[src/rtl/mem_access_stage.sv]
// MEM pipeline stage: EX/MEM and MEM/WB registers plus a two-state data-memory
// access FSM that stalls the front end while a load/store waits for dmem_ready.
// Revision: 1.0
`default_nettype none

module mem_access_stage (
  input  logic        clk,
  input  logic        rst_n,
  input  logic        ex_valid,
  input  logic        ex_reg_write,
  input  logic        ex_mem_read,
  input  logic        ex_mem_write,
  input  logic        ex_mem_to_reg,
  input  logic [4:0]  ex_write_reg_addr,
  input  logic [31:0] ex_alu_result,
  input  logic [31:0] ex_store_data,
  input  logic        flush,
  output logic        dmem_req,
  output logic        dmem_we,
  output logic [31:0] dmem_addr,
  output logic [31:0] dmem_wdata,
  input  logic        dmem_ready,
  input  logic [31:0] dmem_rdata,
  output logic        ex_mem_reg_write,
  output logic [4:0]  ex_mem_write_reg_addr,
  output logic [31:0] ex_mem_alu_result,
  output logic        mem_wb_reg_write,
  output logic [4:0]  mem_wb_write_reg_addr,
  output logic [31:0] mem_wb_write_data,
  output logic        stall,
  output logic        align_err
);

  typedef enum logic [0:0] {
    S_IDLE = 1'b0,
    S_WAIT = 1'b1
  } state_t;

  state_t      r_state;
  state_t      w_state_nxt;

  logic        r_exm_valid;
  logic        r_exm_reg_write;
  logic        r_exm_mem_read;
  logic        r_exm_mem_write;
  logic        r_exm_mem_to_reg;
  logic [4:0]  r_exm_addr;
  logic [31:0] r_exm_alu;
  logic [31:0] r_exm_store;

  logic        r_mwb_reg_write;
  logic [4:0]  r_mwb_addr;
  logic [31:0] r_mwb_data;

  logic        r_flush_pending;
  logic        r_align_err;

  logic        w_stall;
  logic        w_advance;
  logic        w_ex_live;
  logic        w_ex_memop;
  logic        w_ex_misal;
  logic        w_ex_enter_mem;

  assign w_advance      = !w_stall;
  assign w_ex_live      = ex_valid && !flush && !r_flush_pending;
  assign w_ex_memop     = ex_mem_read || ex_mem_write;
  assign w_ex_misal     = w_ex_memop && (ex_alu_result[1:0] != 2'b00);
  assign w_ex_enter_mem = w_ex_live && w_ex_memop && !w_ex_misal;

  always_ff @(posedge clk or negedge rst_n) begin
    if (!rst_n) begin
      r_state <= S_IDLE;
    end else begin
      r_state <= w_state_nxt;
    end
  end

  // In WAIT the next state is only evaluated once the access completes.
  always_comb begin
    w_state_nxt = r_state;
    w_stall     = 1'b0;
    dmem_req    = 1'b0;
    case (r_state)
      S_IDLE: begin
        if (w_ex_enter_mem) w_state_nxt = S_WAIT;
      end
      S_WAIT: begin
        dmem_req = 1'b1;
        w_stall  = !dmem_ready;
        if (dmem_ready) w_state_nxt = w_ex_enter_mem ? S_WAIT : S_IDLE;
      end
      default: w_state_nxt = S_IDLE;
    endcase
  end

  always_ff @(posedge clk or negedge rst_n) begin
    if (!rst_n) begin
      r_exm_valid      <= 1'b0;
      r_exm_reg_write  <= 1'b0;
      r_exm_mem_read   <= 1'b0;
      r_exm_mem_write  <= 1'b0;
      r_exm_mem_to_reg <= 1'b0;
      r_exm_addr       <= 5'd0;
      r_exm_alu        <= 32'd0;
      r_exm_store      <= 32'd0;
    end else if (w_advance) begin
      // A misaligned access becomes a bubble here rather than entering WAIT.
      r_exm_valid      <= w_ex_live && !w_ex_misal;
      r_exm_reg_write  <= ex_reg_write;
      r_exm_mem_read   <= ex_mem_read;
      r_exm_mem_write  <= ex_mem_write;
      r_exm_mem_to_reg <= ex_mem_to_reg;
      r_exm_addr       <= ex_write_reg_addr;
      r_exm_alu        <= ex_alu_result;
      r_exm_store      <= ex_store_data;
    end
  end

  always_ff @(posedge clk or negedge rst_n) begin
    if (!rst_n) begin
      r_mwb_reg_write <= 1'b0;
      r_mwb_addr      <= 5'd0;
      r_mwb_data      <= 32'd0;
    end else if (w_advance) begin
      r_mwb_reg_write <= r_exm_valid && r_exm_reg_write && !r_exm_mem_write &&
                         (r_exm_addr != 5'd0);
      r_mwb_addr      <= r_exm_addr;
      r_mwb_data      <= (r_exm_mem_read && r_exm_mem_to_reg) ? dmem_rdata : r_exm_alu;
    end else begin
      r_mwb_reg_write <= 1'b0;
    end
  end

  always_ff @(posedge clk or negedge rst_n) begin
    if (!rst_n) begin
      r_flush_pending <= 1'b0;
      r_align_err     <= 1'b0;
    end else begin
      r_flush_pending <= w_stall && (r_flush_pending || flush);
      r_align_err     <= w_advance && w_ex_live && w_ex_misal;
    end
  end

  assign stall                 = w_stall;
  assign dmem_we               = dmem_req && r_exm_mem_write;
  assign dmem_addr             = r_exm_alu;
  assign dmem_wdata            = r_exm_store;
  assign ex_mem_reg_write      = r_exm_valid && r_exm_reg_write;
  assign ex_mem_write_reg_addr = r_exm_addr;
  assign ex_mem_alu_result     = r_exm_alu;
  assign mem_wb_reg_write      = r_mwb_reg_write;
  assign mem_wb_write_reg_addr = r_mwb_addr;
  assign mem_wb_write_data     = r_mwb_data;
  assign align_err             = r_align_err;

endmodule

`default_nettype wire
[config.mk]
export PLATFORM = sky130hd
export DESIGN_NAME = mem_access_stage
export DESIGN_NICKNAME = d
export VERILOG_FILES = /design/src/rtl/mem_access_stage.sv
export SDC_FILE = /design/constraint.sdc
export NUM_CORES = 1
export LEC_CHECK = 0
export BUFFER_PORTS_ARGS = -buffer_cell sky130_fd_sc_hd__buf_2
export CAP_MARGIN = 30
export CORE_MARGIN = 8
export CORE_UTILIZATION = 50
export CTS_CLUSTER_DIAMETER = 200
export DETAILED_ROUTE_END_ITERATION = 8
export GPL_TIMING_DRIVEN = 1
export PLACE_DENSITY = 0.92
export SYNTH_ARGS = -nofsm -noshare
export SYNTH_HDL_FRONTEND = slang
export SYNTH_SLANG_ARGS = --single-unit
[constraint.sdc]
create_clock -name clk -period 1.95 [get_ports clk]
set_input_delay 0.0975 -clock clk [delete_from_list [all_inputs] [get_ports clk]]
set_output_delay 0.0975 -clock clk [all_outputs]
set_load 0.02 [all_outputs]
==> key figures <==
Yosys
  • Seq/Total Area, Yosys: 0.541
  • Cells after Synth: 403
  • Warnings from Yosys: 0
  • Synth Area per Inst: 13.2 sq um
  • Share of the synthesized area in the top cell type: 0.541
  • Number of synthesized register bits: 115
  • Synth Cell Area: 0.00532 sq mm
  • Yosys cell types: 26
  • Adder-cell share of the synthesized area: 0
  • Compound-gate portion of the synthesized area: 0.105
  • Main combinational cell family by area after synthesis: multiplexers
  • Synth top area cells: dfrtp_1, mux2_2, mux2_4
  • XOR/XNOR Fraction of Synth Area: 0
  • Synthesized net count: 513
  • Post-Synth Simple-Gate Area: 0.0873
  • Synth area leader: dfrtp_1
  • Post-synthesis mux area share: 0.181

Pwr
  • P_leak: 0.00395 uW
  • Final total power: 7190 uW
  • Cell area power density: 881 mW/mm^2
  • Worst VDD drop: 0.469 mV

Cells and area
  • # nets final: 840
  • Layout fillers: 572
  • Share of post-route cells with drive strength above 1: 0.549
  • Area grow syn2layout: 53.6%
  • Finished Layout Cells: 884

Critical path
  • Largest stage delay, worst path: 580 ps
  • Crit-path slowest cell: dlygate4sd3_1
  • Internal reg-to-reg setup slack: 150 ps
  • R2R Path End: r_state
  • Worst EP arrival: 2230 ps
  • Largest delay share family, worst path: buffers and inverters
  • WS Path Type: flip-flop to flip-flop
  • RR Startpoint: r_flush_pending
  • CP startpoint kind: flip-flop
  • Required @ worst endpoint: 2380 ps
  • R2r worst-path depth: 3
  • Worst Path Buf+Inv: 1
  • CP max FO: 2
  • Crit. End Element: flip-flop
  • CP Cell Sequence: or3b_2 -> o41ai_1 -> dlygate4sd3_1

Global routing
  • Largest net degree at the start of global routing: 66
  • Tot GR Track Use: 0.261
  • Met1 usage: 0.269
  • Grt met2 use: 0.470
  • Overflow after GRT: 0
  • Grt met3 use: 0.0709
  • GRT busiest layer: met2
  • First-pass GRT wire length: 29400 microns
  • Vias in the first global route: 5303
  • Initial antenna violation count: 6

Floorplan
  • Die Wd: 119 microns
  • I/O pin count: 254
  • Initial Util: 0.515
  • Row count: 37
  • CORE AREA: 0.0103 sq mm
  • Die H: 119 microns
  • DIE AREA: 0.0142 sq mm

Run
  • MaxCap Viol Count: 0

STA
  • Final min period: 1800 ps
  • # setup viols final: 0
  • RSZ-0062 raised after global routing: false
  • Final Hold Viols: 0
  • Tightest Pin Transition: 420 ps
  • Setup TNS: 0 ps
  • Max-slew violations: 0
  • Slew headroom: 0.720
  • Setup Skew: 11.6 ps
  • Fin worst setup slack: 151 ps
  • Highest achievable clock rate: 556 MHz
  • Final Cycle Share: 0.923

Detailed routing
  • Post-route DRC: 0
  • Final Routed Wirelength: 18800 microns
  • Vias per inst: 5.35
  • Initial DRC count: 311
  • Via count: 4731
  • DR pass1 iterations: 5
  • Detail Route Antenna Nets: 0
  • WL per Instance: 21.2 microns

Clock network
  • # clock sinks: 115
  • Clock Latency Late Sink: 500 ps
  • CTS tree: yes
  • CTS H-Tree Depth: 4
  • Num CTS Buffers: 17
  • CTS clk-pin slew, worst paths: 50 ps
  • Resized cells post-CTS: 0
  • Post-CTS Setup Bufs: 0
  • CTS Root Cell: clkbuf_8
  • Maximum clock insertion buffer count: 2

Placement
  • Dpl cells: 738
  • DP HPWL: 10900 microns
  • Port buffer count: 253
  • RePlAce Congestion: 0.781
  • Setup WS pre-CTS: 567 ps

Run status
  • Status: finished clean

Worst hold path
  • Worst min-delay path class: primary input to async pin
[through the flow]
stage	instance area, sq um	utilization	hold WS, ps
2_1_floorplan	5320	-	-198
3_3_place_gp	6460	0.626	14.2
3_5_place_dp	6460	0.626	17.3
4_1_cts	8150	0.790	21.6
5_1_grt	8170	0.791	56.9
6_report	8170	0.791	47.1
[cells in the mapped netlist, drive strengths merged]
cell type	instances
and2	1
nor3	1
nor2	3
nand2	1
clkbuf	18
o22ai	1
and3b	1
nand3	32
a21bo	32
a41o	1
nor3b	32
nand2b	1
buf	47
a31oi	32
mux2	78
nor4	1
inv	3
dfrtp	115
or3b	1
a2111oi	1
o41ai	1
[power breakdown]
group | total (uW) | internal, uW | switching, uW
Clock | 3120 | 2070 | 1060
Sequential | 2720 | 2580 | 141
Combinational | 1350 | 621 | 732
[how the worst max path moves through the flow]
stage	slack, ps	cells past startpoint	startpoint	end
floorplan	560	4	r_state	dmem_wdata[24]
global placement	600	3	r_state	dmem_addr[17]
detailed placement	570	3	r_state	dmem_addr[17]
CTS	140	3	r_flush_pending	r_state
global route	90	3	r_flush_pending	r_state
finish	150	3	r_flush_pending	r_state
[cell families (layout without fill, tap and decap cells)]
| kind of cell | count (synthesis) | after routing |
|---|---|---|
| flip-flops | 115 | 115 |
| multiplexers | 78 | 78 |
| AND/OR/NAND/NOR | 74 | 74 |
| AO/OA/AOI/OAI | 68 | 68 |
| buffers and inverters | 68 | 407 |
| other | 0 | 6 |
[placed cells by master (no fill, tap or decap), types with 6 or more instances in the layout]
| cell type | n |
|---|---|
| a21bo_2 | 32 |
| a31oi_1 | 32 |
| buf_2 | 252 |
| buf_4 | 7 |
| clkbuf_16 | 16 |
| dfrtp_1 | 113 |
| diode_2 | 6 |
| dlygate4sd3_1 | 109 |
| mux2_2 | 53 |
| mux2_4 | 22 |
| nand3_1 | 32 |
| nor3b_1 | 32 |
[area by class of cell]
class / instances / area, sq um / share of cell area
inverters: 3 / 11.3 / 0.00138
clock buffers: 22 / 473 / 0.0579
flip-flops and latches: 115 / 2880 / 0.353
multi-input cells: 220 / 1990 / 0.243
repair buffers: 373 / 2500 / 0.307
well taps: 136 / 170 / 0.0208
diodes: 6 / 15.0 / 0.00184
clock inverters: 9 / 128 / 0.0156
[metal layers]
metal  vias to the layer above  wire (microns)
li1                       2088               -
met1                      2314            6770
met2                       282            9950
met3                        47            1310
met4                         0             731
met5                         -               0
[timing repair]
action,CTS,global route
hold buffers,109,0
hold endpoints to repair,224,0
endpoints found under the setup margin,0,0
No activity file was read; power rests on OpenSTA's default activity.
